**src/rtl/adder_launch_capture_if.sv**
```systemverilog
// adder_launch_capture_if: operand request and result handshake bundle
interface adder_launch_capture_if #(parameter int WIDTH = 8);
  logic             in_valid;
  logic             in_ready;
  logic [WIDTH-1:0] in_a;
  logic [WIDTH-1:0] in_b;
  logic             in_cin;
  logic             in_acc;
  logic             out_valid;
  logic             out_ready;
  logic [WIDTH-1:0] out_sum;
  logic             out_cout;
  logic             out_ovf;
  modport master (
    output in_valid, in_a, in_b, in_cin, in_acc, out_ready,
    input  in_ready, out_valid, out_sum, out_cout, out_ovf
  );
  modport slave (
    input  in_valid, in_a, in_b, in_cin, in_acc, out_ready,
    output in_ready, out_valid, out_sum, out_cout, out_ovf
  );
endinterface

```
**src/rtl/adder_launch_capture.sv**
```systemverilog
// adder_launch_capture: launches operands onto a ripple adder, waits for the carry to settle,
// then captures and presents the sum with an optional accumulate feedback path.
module adder_launch_capture #(
  parameter int WIDTH         = 8,
  parameter int SETTLE_CYCLES = 6
) (
  input  logic                  clk,
  input  logic                  rst_n,
  adder_launch_capture_if.slave io,
  output logic [WIDTH-1:0]      add_a,
  output logic [WIDTH-1:0]      add_b,
  output logic                  add_cin,
  input  logic [WIDTH-1:0]      add_sum,
  input  logic                  add_cout,
  output logic                  busy
);
  localparam int CW = $clog2(SETTLE_CYCLES + 1);
  localparam logic [1:0] IDLE = 2'd0, SETTLE = 2'd1, HOLD = 2'd2;
  logic [1:0]       state;
  logic [CW-1:0]    cnt;
  logic [WIDTH-1:0] acc;
  assign io.in_ready  = state == IDLE;
  assign io.out_valid = state == HOLD;
  assign busy         = state != IDLE;
  always_ff @(posedge clk or negedge rst_n)
    if (!rst_n) begin
      state       <= IDLE;
      cnt         <= '0;
      acc         <= '0;
      add_a       <= '0;
      add_b       <= '0;
      add_cin     <= 1'b0;
      io.out_sum  <= '0;
      io.out_cout <= 1'b0;
      io.out_ovf  <= 1'b0;
    end else
      case (state)
        IDLE: if (io.in_valid) begin
          add_a   <= io.in_a;
          add_b   <= io.in_acc ? acc : io.in_b;
          add_cin <= io.in_cin;
          cnt     <= CW'(SETTLE_CYCLES - 1);
          state   <= SETTLE;
        end
        // adder inputs are frozen here, so the sampled sum is the settled one
        SETTLE: if (cnt == '0) begin
          io.out_sum  <= add_sum;
          io.out_cout <= add_cout;
          io.out_ovf  <= (add_a[WIDTH-1] == add_b[WIDTH-1]) && (add_sum[WIDTH-1] != add_a[WIDTH-1]);
          acc         <= add_sum;
          state       <= HOLD;
        end else
          cnt <= cnt - CW'(1);
        HOLD: if (io.out_ready) state <= IDLE;
        default: state <= IDLE;
      endcase
endmodule

```
**src/flat_wrapper.sv**
```systemverilog
// flat-port wrapper written by rule: the top's interface ports become plain ports
module adder_launch_capture_flat 
#(
  parameter int WIDTH         = 8,
  parameter int SETTLE_CYCLES = 6
)
  (clk, rst_n, add_a, add_b, add_cin, add_sum, add_cout, busy, io_in_valid, io_in_a, io_in_b, io_in_cin, io_in_acc, io_out_ready, io_in_ready, io_out_valid, io_out_sum, io_out_cout, io_out_ovf);
  adder_launch_capture_if #(.WIDTH(WIDTH)) io_i ();
  input  logic clk;
  input  logic rst_n;
  output logic [WIDTH-1:0] add_a;
  output logic [WIDTH-1:0] add_b;
  output logic add_cin;
  input  logic [WIDTH-1:0] add_sum;
  input  logic add_cout;
  output logic busy;
  input wire logic [$bits(io_i.in_valid)-1:0] io_in_valid;
  input wire logic [$bits(io_i.in_a)-1:0] io_in_a;
  input wire logic [$bits(io_i.in_b)-1:0] io_in_b;
  input wire logic [$bits(io_i.in_cin)-1:0] io_in_cin;
  input wire logic [$bits(io_i.in_acc)-1:0] io_in_acc;
  input wire logic [$bits(io_i.out_ready)-1:0] io_out_ready;
  output wire logic [$bits(io_i.in_ready)-1:0] io_in_ready;
  output wire logic [$bits(io_i.out_valid)-1:0] io_out_valid;
  output wire logic [$bits(io_i.out_sum)-1:0] io_out_sum;
  output wire logic [$bits(io_i.out_cout)-1:0] io_out_cout;
  output wire logic [$bits(io_i.out_ovf)-1:0] io_out_ovf;
  assign io_i.in_valid = io_in_valid;
  assign io_i.in_a = io_in_a;
  assign io_i.in_b = io_in_b;
  assign io_i.in_cin = io_in_cin;
  assign io_i.in_acc = io_in_acc;
  assign io_i.out_ready = io_out_ready;
  assign io_in_ready = io_i.in_ready;
  assign io_out_valid = io_i.out_valid;
  assign io_out_sum = io_i.out_sum;
  assign io_out_cout = io_i.out_cout;
  assign io_out_ovf = io_i.out_ovf;
  adder_launch_capture #(.WIDTH(WIDTH), .SETTLE_CYCLES(SETTLE_CYCLES)) u_core (.clk(clk), .rst_n(rst_n), .io(io_i), .add_a(add_a), .add_b(add_b), .add_cin(add_cin), .add_sum(add_sum), .add_cout(add_cout), .busy(busy));
endmodule
```
**config.mk**
```make
export PLATFORM = sky130hd
export DESIGN_NAME = adder_launch_capture_flat
export DESIGN_NICKNAME = d
export VERILOG_FILES = /design/src/rtl/adder_launch_capture_if.sv /design/src/rtl/adder_launch_capture.sv /design/src/flat_wrapper.sv
export SDC_FILE = /design/constraint.sdc
export NUM_CORES = 1
export LEC_CHECK = 0
export CAP_MARGIN = 15
export CORE_ASPECT_RATIO = 1.2
export CORE_UTILIZATION = 38
export DETAILED_ROUTE_END_ITERATION = 7
export GPL_TIMING_DRIVEN = 0
export PLACE_DENSITY = 0.87
export SLEW_MARGIN = 20
export SYNTH_ARGS = -nofsm -noshare
export SYNTH_HDL_FRONTEND = slang
export SYNTH_SLANG_ARGS = --single-unit
```
**constraint.sdc**
```tcl
create_clock -name clk -period 1.7 [get_ports clk]
set_clock_uncertainty 0.1 [all_clocks]
set_input_delay 0.425 -clock clk [delete_from_list [all_inputs] [get_ports clk]]
set_output_delay 0.425 -clock clk [all_outputs]
set_load 0.05 [all_outputs]
```
==> results.json <==
{
  "htree_num_levels": 2,
  "die_h_um": 69.7,
  "finalWirelength_um": 3470,
  "reg2regPathDepth": 5,
  "timing.critical_path.fanout_max": 2,
  "synthesis.instances": 112,
  "power.density_cell_area_nw_per_um2": 2260,
  "floorplan.die.width_um": 58.4,
  "synth.avg_cell_area_um2": 13.0,
  "globalRouteTotalUtil": 0.186,
  "detail_route.vias_per_cell": 4.70,
  "final_min_period_over_clock_period": 0.985,
  "worst_slack_ps": 26.1,
  "worst_setup_hold_path_clk_slew_ps": 70,
  "post_route_cells_drive_above_1_share": 0.353,
  "synth_cell_types": 24,
  "fill_cells": 303,
  "clock_tree.buffer_depth": 2,
  "synthesis.nets": 145,
  "timing.final.setup_violations": 0,
  "internal_power_mw": 2.61,
  "post_synth_and_or_nand_nor_area_fraction": 0.0887,
  "timing.critical_path.max_delay_family": "buffers and inverters",
  "crit_required_ps": 1170,
  "top_library_cells_by_usage_in_the_layout_fill_and_taps_aside": "32 x sky130_fd_sc_hd__dfrtp_1, 28 x sky130_fd_sc_hd__clkdlybuf4s50_1, 14 x sky130_fd_sc_hd__mux2_2",
  "maxCapViolCount": 0,
  "synth_top_family_by_area": "multiplexers",
  "start_util": 0.400,
  "count_of_state_elements_after_synthesis": 32,
  "grt_pass1_wl_um": 5730,
  "pins_over_their_slew_limit": 0,
  "fp-row-count": 24,
  "finalSetupTns_ps": 0,
  "reg2reg_slack_ps": 60,
  "numCtsBuffers": 5,
  "timing.max_slew.rel_slack": 0.516,
  "cts_tree": "built",
  "synthToLayoutAreaGrowth_pct": 54.9,
  "power_leakage_nw": 1.02,
  "maximum_vdd_ir_drop_mv": 1.10,
  "worstReg2RegStart": "u_core.cnt[1]$_DFFE_PN0P_",
  "grt-ovfl-total": 0,
  "num_vias": 1109,
  "crit_chain": "clkdlybuf4s15_1",
  "placement.setup.worst_slack_ps": -380,
  "clock.fmax_mhz": 597,
  "power.sequential.fraction": 0.277,
  "antenna_left": 0,
  "worst-slew-pin-transition_ps": 727,
  "clock_power_share": 0.118,
  "first_global_vias": 1248,
  "synth.area.mux_share": 0.219,
  "initial_antenna_violation_count": 0,
  "utilization": 0.619,
  "total_power_mw": 5.08,
  "outcome": "finished, final reports clean",
  "kind_of_path_behind_the_tightest_hold_check": "input pin to async pin",
  "clockRootBuffer": "sky130_fd_sc_hd__clkbuf_8",
  "detail_route.drc_violations": 0,
  "combPwrFrac": 0.605,
  "cpMaxStageDelayCell": "sky130_fd_sc_hd__clkdlybuf4s15_1",
  "cp.buffers_inverters": 1,
  "synth_seq_area_share": 0.551,
  "floorplan_die_area_um2": 4080,
  "io_buffers": 59,
  "yosys.area_share.xor_xnor": 0,
  "boundaryPins": 61,
  "drt-wirelength-per-cell_um": 14.7,
  "period_minus_slack_ps": 1670,
  "final_common_cell": "sky130_fd_sc_hd__dfrtp_1",
  "1st_pass_router_iterations": 4,
  "power_switching_mw": 2.47,
  "dp.final_hpwl_um": 2580,
  "power.switching_fraction": 0.487,
  "synth-warning-count": 0,
  "final_nets": 216,
  "crit-reg2reg-capture": "u_core.io.out_sum[6]$_DFFE_PN0P_",
  "start_kind": "flip-flop",
  "synthAdderAreaFrac": 0.0172,
  "critical_path_class": "flip-flop to primary output",
  "grt_start_max_net_pins": 33,
  "routability_cong": 0.695,
  "synth_compound_area_frac": 0.0672,
  "critical_path.max_stage_delay_ps": 510,
  "endpoint_class_of_the_critical_path": "primary output",
  "synth_area_um2": 1450,
  "clock_insertion_delay_worst_skew_ps": 290,
  "cts.sink_count": 32,
  "crit_arrival_ps": 1150,
  "timing.final.hold_violations": 0,
  "insertedDiodeCount": 0,
  "drtIter0Drc": 22,
  "fp.coreArea_um2": 3630
}
-- how the worst max path moves through the flow --
stage,from,slack (ps),to,cells after the start
after floorplan,u_core.state[1]$_DFFE_PN0P_,100,busy,3
after detailed placement,io_in_valid,-380,u_core.add_a[7]$_DFFE_PN0P_,4
after CTS,u_core.add_b[1]$_DFFE_PN0P_,2,add_b[1],1
final,u_core.add_b[6]$_DFFE_PN0P_,30,add_b[6],1
after global placement,rst_n,-410,u_core.add_a[6]$_DFFE_PN0P_,1
after global routing,u_core.state[1]$_DFFE_PN0P_,-10,busy,4
-- sequential cells by signal, indices dropped and copies added (netlist names) --
register / cells
u_core.add_a: 8
u_core.add_b: 8
u_core.add_cin: 1
u_core.cnt: 3
u_core.io.out_cout: 1
u_core.io.out_ovf: 1
u_core.io.out_sum: 8
u_core.state: 2
-- per-stage QoR --
stage	cell area, um^2	cells	hold WS (ps)
floorplan	1460	112	29.4
global placement	2120	223	391
detailed placement	2110	223	398
CTS	2210	233	106
global route	2250	236	138
finish	2250	236	91.1
-- routing by layer --
layer | wire length [um] | global-route usage
met4 | 49 | 0.0556
met3 | 219 | 0.0690
met2 | 1920 | 0.328
met1 | 1290 | 0.203
met5 | 0 | 0
-- kinds of logic (layout without fill, tap and decap cells) --
logic type	after synthesis	after routing
buf+inv	11	83
fa+ha+maj	2	2
mux	28	28
simple gates	22	22
flops	32	32
compound gates	17	17
-- power by group through the flow --
| stage | combinational, mW | sequential, mW | clock (mW) |
|---|---|---|---|
| after floorplan | 1.01 | 2.53 | 0 |
| after global placement | 3.07 | 1.39 | 0 |
| after detailed placement | 3.14 | 1.42 | 0 |
| after CTS | 2.99 | 1.40 | 0.620 |
| after global routing | 3.22 | 1.46 | 0.664 |
| final | 3.08 | 1.41 | 0.600 |
-- synthesized netlist by cell type --
| library cell | n | area share |
|---|---|---|
| sky130_fd_sc_hd__nand2_1 | 2 | 0.0052 |
| sky130_fd_sc_hd__buf_6 | 4 | 0.031 |
| sky130_fd_sc_hd__nor3b_4 | 1 | 0.013 |
| sky130_fd_sc_hd__nand3b_1 | 1 | 0.0052 |
| sky130_fd_sc_hd__mux2_4 | 4 | 0.041 |
| sky130_fd_sc_hd__o21ba_2 | 1 | 0.0069 |
| sky130_fd_sc_hd__nand2b_1 | 2 | 0.0086 |
| sky130_fd_sc_hd__dfrtp_1 | 32 | 0.55 |
| sky130_fd_sc_hd__and3b_1 | 1 | 0.0060 |
| sky130_fd_sc_hd__nor2b_1 | 1 | 0.0043 |
| sky130_fd_sc_hd__ha_1 | 2 | 0.017 |
| sky130_fd_sc_hd__nor4bb_1 | 1 | 0.0069 |
| sky130_fd_sc_hd__a21o_1 | 1 | 0.0052 |
| sky130_fd_sc_hd__buf_8 | 1 | 0.010 |
| sky130_fd_sc_hd__nor2_1 | 12 | 0.031 |
| sky130_fd_sc_hd__mux2i_1 | 10 | 0.069 |
| sky130_fd_sc_hd__inv_1 | 5 | 0.013 |
| sky130_fd_sc_hd__buf_1 | 1 | 0.0026 |
| sky130_fd_sc_hd__o21bai_1 | 1 | 0.0052 |
| sky130_fd_sc_hd__and4bb_1 | 1 | 0.0086 |
| sky130_fd_sc_hd__o21ai_0 | 2 | 0.0069 |
| sky130_fd_sc_hd__mux2_2 | 14 | 0.11 |
| sky130_fd_sc_hd__a21oi_1 | 11 | 0.038 |
| sky130_fd_sc_hd__a22oi_1 | 1 | 0.0052 |
-- final cells by class --
class                           count  area, um^2  area share
Sequential cell                    32         801       0.356
Tap cell                           52        65.1      0.0289
Buffer                              6        67.6      0.0300
Multi-Input combinational cell     69         601       0.267
Timing Repair Buffer               64         604       0.269
Clock buffer                        6        82.6      0.0367
Inverter                            5        18.8     0.00834
Clock inverter                      2        10.0     0.00445
-- timing repair --
item                                    in CTS  in global routing
resized for setup                           73                 28
setup buffers                                2                  2
cloned                                       0                  1
endpoints found under the setup margin      41                 29
pin swaps                                    0                  1
hold buffers                                 0                  0
Power figures use the tool's default switching activity.
